<file path="src/rtl/mic_capture_ctrl.sv">
// Microphone capture sequencer: free-running ADCLRC generator, frame-aligned
// capture FSM, block framing and a 2-entry ready/valid output buffer.
module mic_capture_ctrl #(
    parameter int N              = 16,
    parameter int BCLK_PER_FRAME = 384,
    parameter int BLOCK_LEN      = 1024,
    parameter int OVF_W          = 8
) (
    input  logic             bclk,
    input  logic             rst_n,
    input  logic             start,
    input  logic             stop,
    output logic             adclrc,
    input  logic             sample_valid,
    input  logic [N-1:0]     sample_data,
    output logic             out_valid,
    input  logic             out_ready,
    output logic [N-1:0]     out_data,
    output logic             out_last,
    output logic             busy,
    output logic [OVF_W-1:0] overrun_count
);

    localparam int FC_W = $clog2(BCLK_PER_FRAME);
    localparam int SI_W = $clog2(BLOCK_LEN);

    localparam logic [1:0] ST_IDLE    = 2'd0;
    localparam logic [1:0] ST_ARM     = 2'd1;
    localparam logic [1:0] ST_CAPTURE = 2'd2;
    localparam logic [1:0] ST_DRAIN   = 2'd3;

    logic [FC_W-1:0]  fc_reg;
    logic [FC_W-1:0]  fc_next;
    logic             adclrc_reg;
    logic             frame_start;

    logic [1:0]       state_reg;
    logic [1:0]       state_next;
    logic             busy_reg;
    logic             stop_pend_reg;
    logic [SI_W-1:0]  si_reg;
    logic             si_last;
    logic [OVF_W-1:0] ovf_reg;

    logic [N-1:0]     data_reg [2];
    logic             last_reg [2];
    logic [1:0]       count_reg;
    logic [1:0]       wr_pos;
    logic             slot;
    logic             pop;
    logic             room;
    logic             push;
    logic             drop;

    // Frame generator runs regardless of the FSM so the codec always sees ADCLRC.
    assign fc_next     = (fc_reg == FC_W'(BCLK_PER_FRAME - 1)) ? '0 : fc_reg + 1'b1;
    assign frame_start = (fc_next == '0);

    always_ff @(posedge bclk or negedge rst_n) begin
        if (!rst_n) begin
            fc_reg     <= FC_W'(BCLK_PER_FRAME - 1);
            adclrc_reg <= 1'b0;
        end else begin
            fc_reg     <= fc_next;
            adclrc_reg <= (fc_next < FC_W'(BCLK_PER_FRAME / 2));
        end
    end

    assign si_last = (si_reg == SI_W'(BLOCK_LEN - 1));
    assign slot    = (state_reg == ST_CAPTURE) && sample_valid;
    assign pop     = (count_reg != 2'd0) && out_ready;
    assign room    = (count_reg != 2'd2) || pop;
    assign push    = slot && room;
    assign drop    = slot && !room;
    assign wr_pos  = count_reg - {1'b0, pop};

    always_comb begin
        state_next = state_reg;
        case (state_reg)
            ST_IDLE:    if (start && !stop) state_next = ST_ARM;
            ST_ARM: begin
                if (stop)             state_next = ST_IDLE;
                else if (frame_start) state_next = ST_CAPTURE;
            end
            ST_CAPTURE: if (slot && si_last && (stop_pend_reg || stop)) state_next = ST_DRAIN;
            ST_DRAIN:   if (count_reg == 2'd0) state_next = ST_IDLE;
            default:    state_next = ST_IDLE;
        endcase
    end

    always_ff @(posedge bclk or negedge rst_n) begin
        if (!rst_n) begin
            state_reg     <= ST_IDLE;
            busy_reg      <= 1'b0;
            stop_pend_reg <= 1'b0;
            si_reg        <= '0;
            ovf_reg       <= '0;
        end else begin
            state_reg <= state_next;
            busy_reg  <= (state_next != ST_IDLE);
            if (state_next == ST_IDLE)
                stop_pend_reg <= 1'b0;
            else if ((state_reg == ST_CAPTURE) && stop)
                stop_pend_reg <= 1'b1;
            // Every slot advances the index, dropped or not, so blocks stay aligned.
            if ((state_reg == ST_ARM) && frame_start)
                si_reg <= '0;
            else if (slot)
                si_reg <= si_last ? '0 : si_reg + 1'b1;
            if (drop && (ovf_reg != '1))
                ovf_reg <= ovf_reg + 1'b1;
        end
    end

    // Entry 0 is the head; a pop shifts entry 1 down, a push writes behind the survivors.
    always_ff @(posedge bclk or negedge rst_n) begin
        if (!rst_n) begin
            data_reg[0] <= '0;
            data_reg[1] <= '0;
            last_reg[0] <= 1'b0;
            last_reg[1] <= 1'b0;
            count_reg   <= 2'd0;
        end else begin
            if (pop) begin
                data_reg[0] <= data_reg[1];
                last_reg[0] <= last_reg[1];
            end
            if (push && (wr_pos == 2'd0)) begin
                data_reg[0] <= sample_data;
                last_reg[0] <= si_last;
            end
            if (push && (wr_pos == 2'd1)) begin
                data_reg[1] <= sample_data;
                last_reg[1] <= si_last;
            end
            count_reg <= count_reg + {1'b0, push} - {1'b0, pop};
        end
    end

    assign adclrc        = adclrc_reg;
    assign out_valid     = (count_reg != 2'd0);
    assign out_data      = data_reg[0];
    assign out_last      = last_reg[0];
    assign busy          = busy_reg;
    assign overrun_count = ovf_reg;

endmodule

</file>
<file path="config.mk">
export PLATFORM = sky130hd
export DESIGN_NAME = mic_capture_ctrl
export DESIGN_NICKNAME = d
export VERILOG_FILES = /design/src/rtl/mic_capture_ctrl.sv
export SDC_FILE = /design/constraint.sdc
export NUM_CORES = 1
export LEC_CHECK = 0
export BUFFER_PORTS_ARGS = -buffer_cell sky130_fd_sc_hd__buf_4
export CAP_MARGIN = 20
export CORE_MARGIN = 8
export CORE_UTILIZATION = 59
export CTS_BUF_LIST = sky130_fd_sc_hd__clkbuf_4 sky130_fd_sc_hd__clkbuf_8
export CTS_CLUSTER_DIAMETER = 60
export DETAILED_ROUTE_END_ITERATION = 12
export PLACE_DENSITY = 0.82
export SLEW_MARGIN = 20
export SYNTH_ARGS = -nofsm -noshare
export SYNTH_HDL_FRONTEND = slang
export SYNTH_SLANG_ARGS = --single-unit
</file>
<file path="constraint.sdc">
create_clock -name bclk -period 3.8 [get_ports bclk]
set_input_delay 0.19 -clock bclk [delete_from_list [all_inputs] [get_ports bclk]]
set_output_delay 0.19 -clock bclk [all_outputs]
set_load 0.005 [all_outputs]
</file>
==> impl_metrics.csv <==
group,metric,value,unit
placed_design,dpl_cell_area,0.00367,sq mm
sta,drv_slew,0,
sta,rsz0062_at_grt,"false",
global_route,grt_pass1_wl,10.7,mm
critical_path,critPathCaptureType,"flip-flop",
placed_design,pre_cts_ws,1.01,ns
power_and_ir_drop,p_int,1130,uW
floorplan,top_level_ports,50,
power_and_ir_drop,powerDensity,368,mW/mm^2
synth,synth.distinct_cells,49,
synth,synth-edff-count,0,
finish,layout.nets,373,
sta,post-route-period-util,73.5,%
power_and_ir_drop,seq_power_share,50.7,%
floorplan,core_area,0.00551,sq mm
global_route,grt_use_met3,4.94,%
synth,synth_flop_cell,"dfrtp_1",
synth,syn_inst,304,
global_route,busiest_layer,"met2",
synth,syn_area,0.00335,sq mm
sta,max_freq,358,MHz
floorplan,die_w,91.4,microns
clocking,cts_made_buffers,9,
clocking,clkTransAtPathRegs,0.08,ns
clocking,cts_tree,"done",
routing,routed_via_density,5.52,
floorplan,start_util,60.9,%
clocking,cts_buffer_depth,2,
global_route,grt_max_degree,69,
synth,synthTopCellsByCount,"60 x dfrtp_1, 41 x nor2_1, 23 x a21oi_1, 19 x mux2_2",
min_path,hold_class,"primary input to flip-flop",
power_and_ir_drop,p_total,1440,uW
critical_path,arrival,3.03,ns
run,max_cap_violations,0,
placed_design,gp_congestion,0.842,
placed_design,place_hpwl,4.51,mm
synth,synthTopCellsByArea,"dfrtp_1 45%, mux2_2 6.4%, dfstp_2 6.3%, mux2i_1 5.1%, nor2_1 4.6%",
clocking,cts_root_buf,"clkbuf_8",
sta,hold_violations,0,
global_route,overflow,0,
synth,synth_top_area_cell,"dfrtp_1",
synth,ys_ff_latch,68,
placed_design,io_buffers,49,
finish,fin_area,0.00391,sq mm
routing,vias,2325,
finish,post-route-util,71.0,%
power_and_ir_drop,combPwrFrac,3.1,%
routing,drt_wl_total,6.36,mm
clocking,cts.sinks,68,
floorplan,die_y,91.4,microns
routing,drt-initial-drc-count,136,
power_and_ir_drop,vdd_drop_max,0.242,mV
floorplan,die_area,0.00835,sq mm
global_route,antenna_found_initial,0,
sta,worst_slack,1.01,ns
routing,wl_per_cell,15.1,microns
synth,avgSynthCellArea,11.0,sq um
finish,diodes,0,
global_route,grt_pass1_vias,2321,
sta,finalCriticalPeriod,2.79,ns
synth,yosys.area.top_type_share,44.8,%
synth,synthArstFlopShare,100,%
global_route,grtUsageMet1,18.6,%
synth,yosysSeqAreaShare,51.1,%
global_route,met2_usage,26.3,%
sta,fin_skew,0.00953,ns
critical_path,cp_max_fo,27,
routing,ant_nets,0,
finish,areaGrowthSynthToFinish,16.6,%
routing,firstDrtPassIters,4,
floorplan,placementRows,27,
synth,yosysWarnings,0,
routing,drc,0,
power_and_ir_drop,p_leak,0.00202,uW
sta,tightest_slew,0.834,ns
global_route,grtUsageTotal,15.9,%
power_and_ir_drop,switching_power,306,uW
sta,relSlewSlack,44.4,%
critical_path,critPathKind,"flip-flop to flip-flop",
clocking,htree_levels,3,
critical_path,cp.required,4.03,ns
critical_path,startpoint_type,"flip-flop",
synth,synthesis.nets,333,
clocking,clk_latency,0.34,ns
power_and_ir_drop,swShare,21.3,%
clocking,cts.repair.resized,0,
synth,yosysMostFrequentCell,"dfrtp_1",
sta,tns,0,ns
power_and_ir_drop,clock_power_share,46.2,%
outcome,outcome,"finished clean",
sta,setup_viol_count_final,0,
finish,drive_gt1_share,30.1,%
-- layout by cell type (no fill, tap or decap), drive strengths merged, types with 2 or more instances in the layout --
master     n
dfrtp     60
buf       52
nor2      41
a21oi     23
mux2      19
mux2i     17
nand2     15
xnor2     11
xor2      10
clkbuf    10
dfstp      8
nand3      8
ha         7
nand4      7
inv        6
nor3       6
nand2b     3
o21a       3
and3       3
clkinvlp   3
o21ai      3
and3b      2
nand3b     2
nor4       2
a31o       2
o31ai      2
and4       2
bufinv     2
nor4b      2
-- cell families (layout without fill, tap and decap cells) --
group,count (synthesis),in the layout,synth area share [%]
muxes,36,36,11.5
and+or+nand+nor,97,97,14.6
DFF,68,68,51.1
buffers and inverters,30,75,5.37
adders and majority gates,7,7,2.61
xor gates and xnor gates,21,21,5.49
AOI/OAI and AO/OA,45,45,9.37
-- final timing paths --
| kind | startpoint | slack [ns] | to | cells past startpoint |
|---|---|---|---|---|
| max in group asynchronous | rst_n | 2.76 | adclrc | 2 |
| setup reg to reg | count_reg[1] | 1.01 | out_data[9] | 12 |
| min in group asynchronous | rst_n | 0.47 | si_reg[6] | 2 |
| setup / recovery | count_reg[1] | 1.01 | out_data[9] | 12 |
| hold / removal | sample_data[9] | 0.08 | data_reg[9] | 2 |
| hold reg to reg | overrun_count[7] | 0.50 | overrun_count[7] | 1 |
-- layer usage --
| layer | share of wire [%] | vias to the layer above |
|---|---|---|
| met5 | 0 | - |
| met4 | 1.6 | 0 |
| li1 | - | 1133 |
| met1 | 44 | 1134 |
| met2 | 50 | 48 |
| met3 | 5.0 | 10 |
-- layout make-up --
type | instances | area, sq um
Sequential cell | 68 | 1710
Fill cell | 389 | 1600
Multi-Input combinational cell | 206 | 1460
Timing Repair Buffer | 53 | 400
Clock buffer | 10 | 138
Tap cell | 72 | 90.1
Clock inverter | 6 | 87.6
Inverter | 6 | 22.5
-- worst max-delay path, stage by stage, from the launching register on --
cell     delay (ns)
dfrtp_1        0.42
nor2_1         0.15
inv_1          0.09
nand2_1        0.07
buf_4          0.29
inv_1          0.11
ha_1           0.21
xor2_1         0.16
nor3_1         0.15
nand2_1        0.51
buf_4          0.38
nor2_1         0.09
a21oi_1        0.05
-- what timing repair did --
item / 4_1_cts / 5_1_grt
buffers inserted: 0 / 0
endpoints found under the hold margin: 60 / 0
hold buffers: 1 / 0
-- power by group through the flow --
stage          Combinational, uW  Sequential [uW]  Clock [uW]
5_1_grt                     50.7              729         710
3_3_place_gp                45.2              742           0
4_1_cts                     46.9              728         676
3_5_place_dp                46.0              742           0
6_report                    45.2              729         664
2_1_floorplan               7.90              742           0
-- through the flow --
stage                     std cells  hold slack (ns)
final                           421           0.0846
after global routing            421           0.0727
after CTS                       421           0.0721
after detailed placement        404            0.348
after global placement          404            0.343
after floorplan                 304           -0.106
No activity file was read; power rests on OpenSTA's default activity.
